`config.mk`:
```
export PLATFORM = sky130hd
export DESIGN_NAME = spike_scheduler
export DESIGN_NICKNAME = d
export VERILOG_FILES = /design/src/rtl/spike_scheduler.sv
export SDC_FILE = /design/constraint.sdc
export NUM_CORES = 1
export LEC_CHECK = 0
export CAP_MARGIN = 30
export CELL_PAD_IN_SITES_DETAIL_PLACEMENT = 1
export CELL_PAD_IN_SITES_GLOBAL_PLACEMENT = 1
export CORE_MARGIN = 10
export CORE_UTILIZATION = 30
export CTS_CLUSTER_DIAMETER = 200
export DETAILED_ROUTE_END_ITERATION = 12
export PLACE_DENSITY_LB_ADDON = 0.1
export RECOVER_POWER = 100
export SETUP_SLACK_MARGIN = 0.1
export SLEW_MARGIN = 25
export SYNTH_ARGS = -nofsm -noshare
export SYNTH_HDL_FRONTEND = slang
export SYNTH_SLANG_ARGS = --single-unit
```
`constraint.sdc`:
```
create_clock -name i_clk -period 2.6 [get_ports i_clk]
set_input_delay 0.52 -clock i_clk [delete_from_list [all_inputs] [get_ports i_clk]]
set_output_delay 0.52 -clock i_clk [all_outputs]
set_load 0.05 [all_outputs]
```
`src/rtl/spike_scheduler.sv`:
```
// spike_scheduler: round-robin arbiter that serialises indexed spikes onto one pulse bus.
// Optional statistics counters are enabled by defining SPIKE_SCHED_STATS_EN.
module spike_scheduler #(
    parameter int P_REQ = 4,
    parameter int P_N   = 5,
    parameter int P_GAP = 1
) (
    input  logic                   i_clk,
    input  logic                   i_rst,
    input  logic [P_REQ-1:0]       i_req,
    input  logic [P_REQ*P_N-1:0]   i_index,
    output logic [P_N-1:0]         o_spike,
    output logic                   o_valid,
    output logic [P_REQ-1:0]       o_ack,
    output logic [P_REQ-1:0]       o_drop,
    output logic                   o_busy,
    output logic [15:0]            o_spike_cnt,
    output logic [15:0]            o_drop_cnt
);
    localparam int            PW       = (P_REQ > 1) ? $clog2(P_REQ) : 1;
    localparam logic [PW:0]   REQ_L    = P_REQ[PW:0];
    localparam logic [2:0]    GAP_LAST = (P_GAP > 0) ? 3'(P_GAP - 1) : 3'd0;

    typedef enum logic [1:0] {S_IDLE, S_FIRE, S_GAP} state_t;

    state_t           r_state, w_state_nxt;
    logic [P_REQ-1:0] r_pend, r_drop, w_set, w_clr;
    logic [P_N-1:0]   r_idx [P_REQ];
    logic [P_N-1:0]   w_idx [P_REQ];
    logic [P_N-1:0]   r_out;
    logic [PW-1:0]    r_ptr, r_win, w_win, w_ptr_nxt;
    logic [PW:0]      w_sum, w_inc;
    logic             w_any;
    logic [2:0]       r_gap;

    // Scan downward so the pending requester closest to r_ptr is the last one kept
    always_comb begin
        w_any = 1'b0;
        w_win = '0;
        w_sum = '0;
        for (int i = P_REQ - 1; i >= 0; i--) begin
            w_sum = {1'b0, r_ptr} + i[PW:0];
            if (w_sum >= REQ_L) w_sum = w_sum - REQ_L;
            if (r_pend[w_sum[PW-1:0]]) begin
                w_any = 1'b1;
                w_win = w_sum[PW-1:0];
            end
        end
        w_inc     = {1'b0, w_win} + {{PW{1'b0}}, 1'b1};
        w_ptr_nxt = (w_inc == REQ_L) ? '0 : w_inc[PW-1:0];
    end

    always_comb begin
        for (int k = 0; k < P_REQ; k++) begin
            w_idx[k] = i_index[k*P_N +: P_N];
            w_set[k] = i_req[k] && (w_idx[k] != '0);
            w_clr[k] = (r_state == S_IDLE) && w_any && (w_win == k[PW-1:0]);
        end
    end

    // Capture: a new strobe on the grant edge re-arms the slot instead of dropping
    always_ff @(posedge i_clk) begin
        if (i_rst) begin
            r_pend <= '0;
            r_drop <= '0;
            for (int k = 0; k < P_REQ; k++) r_idx[k] <= '0;
        end else begin
            for (int k = 0; k < P_REQ; k++) begin
                if (w_set[k] && (!r_pend[k] || w_clr[k])) begin
                    r_pend[k] <= 1'b1;
                    r_idx[k]  <= w_idx[k];
                end else if (w_clr[k]) begin
                    r_pend[k] <= 1'b0;
                end
                r_drop[k] <= w_set[k] && r_pend[k] && !w_clr[k];
            end
        end
    end

    always_ff @(posedge i_clk) begin
        if (i_rst) begin
            r_state <= S_IDLE;
            r_out   <= '0;
            r_win   <= '0;
            r_ptr   <= '0;
            r_gap   <= '0;
        end else begin
            r_state <= w_state_nxt;
            if (r_state == S_IDLE && w_any) begin
                r_out <= r_idx[w_win];
                r_win <= w_win;
                r_ptr <= w_ptr_nxt;
            end
            r_gap <= (r_state == S_GAP) ? r_gap + 3'd1 : 3'd0;
        end
    end

    always_comb begin
        w_state_nxt = r_state;
        case (r_state)
            S_IDLE:  if (w_any) w_state_nxt = S_FIRE;
            S_FIRE:  w_state_nxt = (P_GAP > 0) ? S_GAP : S_IDLE;
            S_GAP:   if (r_gap == GAP_LAST) w_state_nxt = S_IDLE;
            default: w_state_nxt = S_IDLE;
        endcase
    end

    always_comb begin
        o_spike = '0;
        o_valid = 1'b0;
        o_ack   = '0;
        if (r_state == S_FIRE) begin
            o_spike = r_out;
            o_valid = 1'b1;
            for (int k = 0; k < P_REQ; k++) o_ack[k] = (r_win == k[PW-1:0]);
        end
        o_drop = r_drop;
        o_busy = (|r_pend) || (r_state != S_IDLE);
    end

`ifdef SPIKE_SCHED_STATS_EN
    logic [15:0] r_spike_cnt, r_drop_cnt;

    function automatic logic [15:0] sat_inc(input logic [15:0] v);
        return (v == 16'hFFFF) ? v : v + 16'd1;
    endfunction

    always_ff @(posedge i_clk) begin
        if (i_rst) begin
            r_spike_cnt <= '0;
            r_drop_cnt  <= '0;
        end else begin
            if (r_state == S_FIRE) r_spike_cnt <= sat_inc(r_spike_cnt);
            if (|r_drop)           r_drop_cnt  <= sat_inc(r_drop_cnt);
        end
    end

    assign o_spike_cnt = r_spike_cnt;
    assign o_drop_cnt  = r_drop_cnt;
`else
    assign o_spike_cnt = '0;
    assign o_drop_cnt  = '0;
`endif

endmodule

```
==> results of run 1 <==
## flip-flops by register name, indices dropped and copies added, names as in the netlist
name and count:
r_idx 20, r_state 2, r_out 5, r_gap 3, r_pend 4, r_ptr 2
o_drop 4, r_win 2
## layout by cell type (no fill, tap or decap), drive strengths merged
cell type	count
a21o	2
dlygate4sd3	9
and3	11
xnor2	1
o21ai	7
nor3b	6
and2	12
nand2b	5
buf	2
o21bai	2
a21oi	12
edfxtp	20
conb	32
nor2	13
ha	3
dlygate4sd2	3
nor3	6
o31a	1
inv	10
or2	1
a21boi	1
nand3b	6
o221ai	5
nand2	7
or2b	2
o31ai	1
clkbuf	13
mux2i	11
clkdlybuf4s50	23
or4	5
nor4	1
or3b	1
dfxtp	22
bufinv	1
## cell usage after synthesis, types with 2 or more instances
cell	count
a21o_2	2
a21oi_1	10
and2_1	11
and3_1	11
buf_4	32
buf_6	2
clkbuf_1	3
dfxtp_1	22
edfxtp_1	20
ha_1	3
inv_1	10
mux2i_1	11
nand2_1	7
nand2b_1	4
nand3b_1	6
nor2_1	13
nor3_1	6
nor3b_1	6
o21ai_0	2
o21ai_1	3
o21ai_4	2
o21bai_1	2
o221ai_1	5
or4_1	4
## cell families (layout without fill, tap and decap cells)
family          count (synthesis)  count (layout)  share of synthesized area, %
mux                            11              11                          4.98
xor+xnor                        1               1                         0.396
fa+ha+maj                       3               3                          1.70
simple gates                   76              76                          20.7
buf+inv                        48              61                          14.3
compound gates                 31              31                          10.7
other cells                     1              32                         0.170
flops                          42              42                          47.1
## stage by stage
| step | hold slack, ns | util (%) | instances | setup slack [ns] |
|---|---|---|---|---|
| after CTS | 0.457 | 37.5 | 356 | 0.101 |
| after global routing | 0.500 | 37.0 | 356 | 0.0586 |
| final | 0.450 | 37.0 | 356 | 0.161 |
| after global placement | 0.435 | 36.0 | 348 | 0.244 |
| after floorplan | 0.417 | - | 244 | 0.418 |
| after detailed placement | 0.441 | 36.0 | 348 | 0.267 |
## how the worst min path moves through the flow
stage,start,endpoint,slack [ns]
after floorplan,r_gap[0],r_gap[0],0.42
after global placement,r_gap[0],r_gap[0],0.44
after detailed placement,r_gap[0],r_gap[0],0.44
after CTS,r_gap[0],r_gap[0],0.46
after global routing,r_gap[0],r_gap[0],0.50
final,r_gap[0],r_gap[0],0.45
## power breakdown
part	total [mW]	switching (mW)	internal, mW
logic	0.464	0.320	0.144
registers	0.804	0.0431	0.760
clock network	0.533	0.220	0.313
total	1.80	0.583	1.22
## per-layer routing
| metal | GRT usage [%] | vias up | part of all wire [%] |
|---|---|---|---|
| li1 | - | 768 | - |
| met1 | 10.8 | 724 | 46 |
| met2 | 15.2 | 49 | 47 |
| met3 | 3.23 | 9 | 5.7 |
| met4 | 4.06 | 0 | 1.9 |
| met5 | 0 | - | 0 |
## cell type report
type / instances / area, sq um / area share [%]
sequential: 42 / 1040 / 39.0
tap: 99 / 124 / 4.64
inverter: 10 / 37.5 / 1.41
clock inverter: 1 / 30.0 / 1.12
clock buffer: 7 / 86.3 / 3.23
timing repair buffer: 43 / 384 / 14.4
multi-input combinational: 154 / 968 / 36.3
## timing repair
| item | 4_1_cts | 5_1_grt |
|---|---|---|
| resized for setup | 3 | 7 |
| pin swaps | 0 | 0 |
| buffers inserted | 0 | 0 |
| endpoints found under the setup margin | 3 | 14 |
| cloned | 0 | 0 |
## worst reg2reg max path, cell delays in order, from the launching register on
cell	delay (ns)
dfxtp_1	0.46
or2b_1	0.14
a21boi_0	0.10
nor3_1	0.43
inv_1	0.12
ha_1	0.21
nand2_1	0.12
and2_1	0.20
nor3_2	0.08
and2_0	0.17
==> report_table.html, run 1 <==
<table>
<tr><th>Metric</th><th>Value</th></tr>
<tr><th colspan="2">Floorplanning</th></tr>
<tr><td>Initial cell density of the core</td><td>30.7%</td></tr>
<tr><td>DIE AREA</td><td>0.0112 sq mm</td></tr>
<tr><td>Die boundary height</td><td>106 um</td></tr>
<tr><td>Die Wd</td><td>106 um</td></tr>
<tr><td>Area of the core</td><td>0.00721 sq mm</td></tr>
<tr><td>Std-Cell Rows</td><td>31</td></tr>
<tr><td>Number of top-level pins</td><td>73</td></tr>
<tr><th colspan="2">STA</th></tr>
<tr><td>Fmax achieved</td><td>0.410 GHz</td></tr>
<tr><td>Final Hold Fails</td><td>0</td></tr>
<tr><td>Final period utilization</td><td>93.8%</td></tr>
<tr><td>Worst Clk Skew</td><td>0.00776 ns</td></tr>
<tr><td>Transition time at the pin with the least slew margin</td><td>0.620 ns</td></tr>
<tr><td>Max Slew Vio Count</td><td>0</td></tr>
<tr><td>Setup violators final</td><td>0</td></tr>
<tr><td>Final TNS setup</td><td>0 ns</td></tr>
<tr><td>Minimum clock period after layout</td><td>2.44 ns</td></tr>
<tr><td>Worst max-slew margin expressed relative to the limit</td><td>58.9%</td></tr>
<tr><td>Unrepaired setup endpoints after global routing</td><td>false</td></tr>
<tr><th colspan="2">Worst setup path</th></tr>
<tr><td>CP max stage cell</td><td>dlygate4sd3_1</td></tr>
<tr><td>Highest net fanout along the worst path</td><td>4</td></tr>
<tr><td>Crit path buf inv count</td><td>1</td></tr>
<tr><td>Critical path type</td><td>flop to primary output</td></tr>
<tr><td>Logic depth of the worst register-to-register path</td><td>9</td></tr>
<tr><td>Longest individual stage delay on the worst path</td><td>0.90 ns</td></tr>
<tr><td>Critical path startpoint category</td><td>flop</td></tr>
<tr><td>Worst Setup End Kind</td><td>primary output</td></tr>
<tr><td>Required time reported for the critical path endpoint</td><td>2.08 ns</td></tr>
<tr><td>CP Data Arrival Time</td><td>1.92 ns</td></tr>
<tr><td>Kind of cell with the highest combined delay on the critical path</td><td>buffers and inverters</td></tr>
<tr><td>Launch point of the worst path</td><td>r_state[1]</td></tr>
<tr><td>Sequence of cells on the critical path</td><td>nand2b_1 -&gt; nor3b_1 -&gt; dlygate4sd3_1</td></tr>
<tr><td>Reg-to-reg endpoint</td><td>r_idx[2][1]</td></tr>
<tr><td>Stages on the worst setup path</td><td>3</td></tr>
<tr><td>Worst setup path endpoint</td><td>o_ack[1]</td></tr>
<tr><td>Reg2reg setup slack</td><td>0.34 ns</td></tr>
<tr><td>Origin of the critical flop-to-flop path</td><td>r_pend[3]</td></tr>
<tr><th colspan="2">CTS</th></tr>
<tr><td>Clock Sinks</td><td>42</td></tr>
<tr><td>Hold-fix buffers at CTS</td><td>0</td></tr>
<tr><td>Root buffer cell</td><td>clkbuf_8</td></tr>
<tr><td>Clock latency of the later-clocked register in the worst-skew pair</td><td>0.30 ns</td></tr>
<tr><td>H-tree levels</td><td>2</td></tr>
<tr><td>Clk slew on worst S/H paths</td><td>0.07 ns</td></tr>
<tr><td>CTS tree</td><td>yes</td></tr>
<tr><td>Number of buffers on the longest clock path</td><td>2</td></tr>
<tr><td>CTS buffer count</td><td>5</td></tr>
<tr><th colspan="2">Global routing</th></tr>
<tr><td>Wire length of the first global-routing pass</td><td>8450 um</td></tr>
<tr><td>Antenna violations before repair</td><td>0</td></tr>
<tr><td>Via count of the first global-routing pass</td><td>1677</td></tr>
<tr><td>Pin count of the biggest net entering global routing</td><td>28</td></tr>
<tr><td>Remaining global-route overflow</td><td>0</td></tr>
<tr><td>Combined global-route utilization of all metal layers</td><td>9.32%</td></tr>
<tr><th colspan="2">Placed design</th></tr>
<tr><td>Cell area after placement</td><td>0.00260 sq mm</td></tr>
<tr><td>Final HPWL from detailed placement</td><td>4200 um</td></tr>
<tr><td>Buffers on Ports</td><td>40</td></tr>
<tr><td>GPL Wtd Cong</td><td>0.728</td></tr>
<tr><th colspan="2">Detailed routing</th></tr>
<tr><td>Vias per Instance</td><td>4.35</td></tr>
<tr><td>Routed via count</td><td>1550</td></tr>
<tr><td>Pre-antenna DRT Iters</td><td>4</td></tr>
<tr><td># DRC</td><td>0</td></tr>
<tr><td>Number of nets with antenna violations after detailed routing</td><td>0</td></tr>
<tr><td>Drt total wl</td><td>5200 um</td></tr>
<tr><td>Starting DRT DRC Count</td><td>58</td></tr>
<tr><td>Post-DR wirelength/cell</td><td>14.6 um</td></tr>
<tr><th colspan="2">Cells and area</th></tr>
<tr><td># diodes</td><td>0</td></tr>
<tr><td># fillers</td><td>851</td></tr>
<tr><td>Layout cell share with drive strength beyond 1</td><td>8.17%</td></tr>
<tr><td>Area growth syn-to-layout</td><td>20.8%</td></tr>
<tr><td>NumNets Final</td><td>285</td></tr>
<tr><td>Final design instance area without fill</td><td>0.00267 sq mm</td></tr>
<tr><th colspan="2">Power</th></tr>
<tr><td>Highest ir drop seen on vdd</td><td>0.000190 V</td></tr>
<tr><td>Total leakage power</td><td>1.09 nW</td></tr>
<tr><td>Total power</td><td>1.80 mW</td></tr>
<tr><td>PD cells</td><td>674 mW/mm^2</td></tr>
<tr><th colspan="2">Synthesis</th></tr>
<tr><td>Area fraction of the dominant cell type after synthesis</td><td>27.1%</td></tr>
<tr><td>Leading post-synthesis cells by cell area</td><td>edfxtp_1 (27%), dfxtp_1 (20%), buf_4 (11%), mux2i_1 (5.0%), and2_1 (3.1%)</td></tr>
<tr><td>Synth Warn #</td><td>0</td></tr>
<tr><td>Post-synthesis area per instance</td><td>10.4 sq um</td></tr>
<tr><td>Async set-reset flop share out of synthesis</td><td>0%</td></tr>
<tr><td>Main synth FF type</td><td>dfxtp_1</td></tr>
<tr><td>#FFs+latches synth</td><td>42</td></tr>
<tr><td>Largest area contributor in the synthesized netlist</td><td>edfxtp_1</td></tr>
<tr><td>Synthesized cell area</td><td>0.00221 sq mm</td></tr>
<tr><td>Number of distinct standard cells referenced by the synthesized netlist</td><td>40</td></tr>
<tr><td>Cells after synthesis</td><td>213</td></tr>
<tr><td>Seq/Total Area, Yosys</td><td>47.1%</td></tr>
<tr><td>Number of flops mapped to enable cells by yosys</td><td>20</td></tr>
<tr><th colspan="2">Hold path</th></tr>
<tr><td>Kind of path behind the tightest hold check</td><td>flop to flop</td></tr>
<tr><td>Hold depth</td><td>1</td></tr>
<tr><th colspan="2">Run</th></tr>
<tr><td>Maximum capacitance violations</td><td>0</td></tr>
<tr><th colspan="2">Status</th></tr>
<tr><td>Run status</td><td>completed</td></tr>
</table>
(Power assumes the default switching activity.)
==> run 2, diff against run 1 <==
Settings changed: ABC_CLOCK_PERIOD_IN_PS set to 2600.
==> results of run 2 <==
The final DEF is identical to that of run 1; final timing and power are the same.
==> run 3, diff against run 2 <==
Settings changed: CTS_CLUSTER_SIZE set to 14, TNS_END_PERCENT set to 1.
==> report_table.html, run 3 (synthesized netlist as in run 1, its figures left out) <==
<table>
<tr><th>Metric</th><th>Value</th></tr>
<tr><th colspan="2">Status</th></tr>
<tr><td>Run status</td><td>completed</td></tr>
<tr><th colspan="2">Global routing</th></tr>
<tr><td>Combined global-route utilization of all metal layers</td><td>9.32%</td></tr>
<tr><td>Wire length of the first global-routing pass</td><td>8450 um</td></tr>
<tr><td>Met3 track demand over resource</td><td>3.23%</td></tr>
<tr><td>Pin count of the biggest net entering global routing</td><td>28</td></tr>
<tr><td>Most heavily used metal layer in global routing</td><td>met2</td></tr>
<tr><td>Via count of the first global-routing pass</td><td>1677</td></tr>
<tr><td>Antenna violations before repair</td><td>0</td></tr>
<tr><td>Met1 Usage GRT</td><td>10.8%</td></tr>
<tr><td>Remaining global-route overflow</td><td>0</td></tr>
<tr><td>Met2 usage</td><td>15.2%</td></tr>
<tr><th colspan="2">Detailed routing</th></tr>
<tr><td>Post-DR wirelength/cell</td><td>14.6 um</td></tr>
<tr><td>Vias per Instance</td><td>4.36</td></tr>
<tr><td>Starting DRT DRC Count</td><td>51</td></tr>
<tr><td>Drt total wl</td><td>5210 um</td></tr>
<tr><td>Routed via count</td><td>1551</td></tr>
<tr><td>Pre-antenna DRT Iters</td><td>4</td></tr>
<tr><td># DRC</td><td>0</td></tr>
<tr><td>Number of nets with antenna violations after detailed routing</td><td>0</td></tr>
<tr><th colspan="2">STA</th></tr>
<tr><td>Final TNS setup</td><td>0 ns</td></tr>
<tr><td>Worst Clk Skew</td><td>0.00775 ns</td></tr>
<tr><td>Worst max-slew margin expressed relative to the limit</td><td>58.9%</td></tr>
<tr><td>Final period utilization</td><td>93.8%</td></tr>
<tr><td>Minimum clock period after layout</td><td>2.44 ns</td></tr>
<tr><td>Unrepaired setup endpoints after global routing</td><td>false</td></tr>
<tr><td>Setup violators final</td><td>0</td></tr>
<tr><td>Minimum setup slack in the final design</td><td>0.161 ns</td></tr>
<tr><td>Max Slew Vio Count</td><td>0</td></tr>
<tr><td>Final Hold Fails</td><td>0</td></tr>
<tr><td>Transition time at the pin with the least slew margin</td><td>0.620 ns</td></tr>
<tr><td>Fmax achieved</td><td>0.410 GHz</td></tr>
<tr><th colspan="2">Cells and area</th></tr>
<tr><td>Area growth syn-to-layout</td><td>20.3%</td></tr>
<tr><td>Area occupied by registers</td><td>0.00104 sq mm</td></tr>
<tr><td>Register containing the most flip-flops in the final layout</td><td>r_idx</td></tr>
<tr><td>Most common cell after layout, fill and taps aside</td><td>conb_1</td></tr>
<tr><td>Commonest non-fill, non-tap cells in the layout</td><td>conb_1 (32), clkdlybuf4s50_1 (23), dfxtp_1 (22)</td></tr>
<tr><td>NumNets Final</td><td>285</td></tr>
<tr><td>Number of flip-flops in the largest register</td><td>20</td></tr>
<tr><td>Final design instance area without fill</td><td>0.00266 sq mm</td></tr>
<tr><td># diodes</td><td>0</td></tr>
<tr><td># fillers</td><td>852</td></tr>
<tr><td>Top flop regs</td><td>r_idx: 20 flops, r_out: 5 flops</td></tr>
<tr><td>Multi-input gate area in the final layout</td><td>968 sq um</td></tr>
<tr><td>Layout cell share with drive strength beyond 1</td><td>8.17%</td></tr>
<tr><th colspan="2">Worst setup path</th></tr>
<tr><td>CP max stage cell</td><td>dlygate4sd3_1</td></tr>
<tr><td>Highest net fanout along the worst path</td><td>4</td></tr>
<tr><td>Critical path startpoint category</td><td>flop</td></tr>
<tr><td>Kind of cell with the highest combined delay on the critical path</td><td>buffers and inverters</td></tr>
<tr><td>Longest individual stage delay on the worst path</td><td>0.90 ns</td></tr>
<tr><td>Crit path buf inv count</td><td>1</td></tr>
<tr><td>Critical path type</td><td>flop to primary output</td></tr>
<tr><td>Required time reported for the critical path endpoint</td><td>2.08 ns</td></tr>
<tr><td>Sequence of cells on the critical path</td><td>nand2b_1 -&gt; nor3b_1 -&gt; dlygate4sd3_1</td></tr>
<tr><td>Worst Setup End Kind</td><td>primary output</td></tr>
<tr><td>CP Data Arrival Time</td><td>1.92 ns</td></tr>
<tr><th colspan="2">Floorplanning</th></tr>
<tr><td>Die boundary height</td><td>106 um</td></tr>
<tr><td>Std-Cell Rows</td><td>31</td></tr>
<tr><td>Number of top-level pins</td><td>73</td></tr>
<tr><td>Area of the core</td><td>0.00721 sq mm</td></tr>
<tr><td>DIE AREA</td><td>0.0112 sq mm</td></tr>
<tr><td>Initial cell density of the core</td><td>30.7%</td></tr>
<tr><td>Die Wd</td><td>106 um</td></tr>
<tr><th colspan="2">Hold path</th></tr>
<tr><td>Kind of path behind the tightest hold check</td><td>flop to flop</td></tr>
<tr><th colspan="2">Placed design</th></tr>
<tr><td>Buffers on Ports</td><td>40</td></tr>
<tr><td>Cell area after placement</td><td>0.00260 sq mm</td></tr>
<tr><td>Final HPWL from detailed placement</td><td>4200 um</td></tr>
<tr><td>GPL Wtd Cong</td><td>0.728</td></tr>
<tr><td>Worst setup slack after placement</td><td>0.267 ns</td></tr>
<tr><th colspan="2">CTS</th></tr>
<tr><td>Clock Sinks</td><td>42</td></tr>
<tr><td>CTS tree</td><td>yes</td></tr>
<tr><td>H-tree levels</td><td>2</td></tr>
<tr><td>CTS buffer count</td><td>5</td></tr>
<tr><td>Clk slew on worst S/H paths</td><td>0.07 ns</td></tr>
<tr><td>Clock latency of the later-clocked register in the worst-skew pair</td><td>0.30 ns</td></tr>
<tr><td>Number of buffers on the longest clock path</td><td>2</td></tr>
<tr><td>Hold-fix buffers at CTS</td><td>0</td></tr>
<tr><td>Root buffer cell</td><td>clkbuf_8</td></tr>
<tr><th colspan="2">Run</th></tr>
<tr><td>Maximum capacitance violations</td><td>0</td></tr>
<tr><th colspan="2">Power</th></tr>
<tr><td>Highest ir drop seen on vdd</td><td>0.000190 V</td></tr>
<tr><td>Total power</td><td>1.80 mW</td></tr>
<tr><td>PD cells</td><td>677 mW/mm^2</td></tr>
<tr><td>Total leakage power</td><td>1.09 nW</td></tr>
</table>
-- run 3: through the flow --
step / hold slack (ns) / instances / util [%]
after floorplan: 0.417 / 244 / -
after global placement: 0.435 / 348 / 36.0
after detailed placement: 0.441 / 348 / 36.0
after CTS: 0.457 / 356 / 37.6
after global routing: 0.500 / 356 / 36.9
final: 0.450 / 356 / 36.9
-- run 3: final timing paths --
kind / startpoint / endpoint / slack (ns) / depth (start not counted)
hold reg to reg: r_gap[0] / r_gap[0] / 0.45 / 1
hold / removal: r_gap[0] / r_gap[0] / 0.45 / 1
setup / recovery: r_state[1] / o_ack[1] / 0.16 / 3
setup reg to reg: r_pend[3] / r_idx[2][1] / 0.34 / 9
-- run 3: area by class of cell --
type	instances	share of cell area [%]
flip-flops and latches	42	39.1
multi-input cells	154	36.4
repair buffers	43	14.1
well taps	99	4.65
clock buffers	7	3.24
inverters	10	1.41
clock inverters	1	1.13
-- run 3: worst register-to-register path, stage by stage, from the launching register on --
cell      delay, ns
dfxtp_1        0.46
or2b_1         0.14
a21boi_0       0.10
nor3_1         0.43
inv_1          0.12
ha_1           0.21
nand2_1        0.12
and2_1         0.20
nor3_2         0.08
and2_0         0.17
-- run 3: power by group --
| part | leakage [nW] | internal, mW | switching [mW] | total, mW |
|---|---|---|---|---|
| combinational | 0.630 | 0.143 | 0.320 | 0.464 |
| clock | 0.0585 | 0.313 | 0.220 | 0.533 |
| sequential | 0.397 | 0.760 | 0.0431 | 0.804 |
| total | 1.09 | 1.22 | 0.584 | 1.80 |
-- run 3: what timing repair did --
| action | 4_1_cts | 5_1_grt |
|---|---|---|
| setup buffers | 0 | 0 |
| gates resized for setup | 1 | 9 |
| setup endpoints to repair | 3 | 16 |
-- run 3: metal layers --
layer,vias up,share of wire (%)
met1,725,45
met5,-,0
met3,9,5.8
met2,49,47
met4,0,1.9
li1,768,-
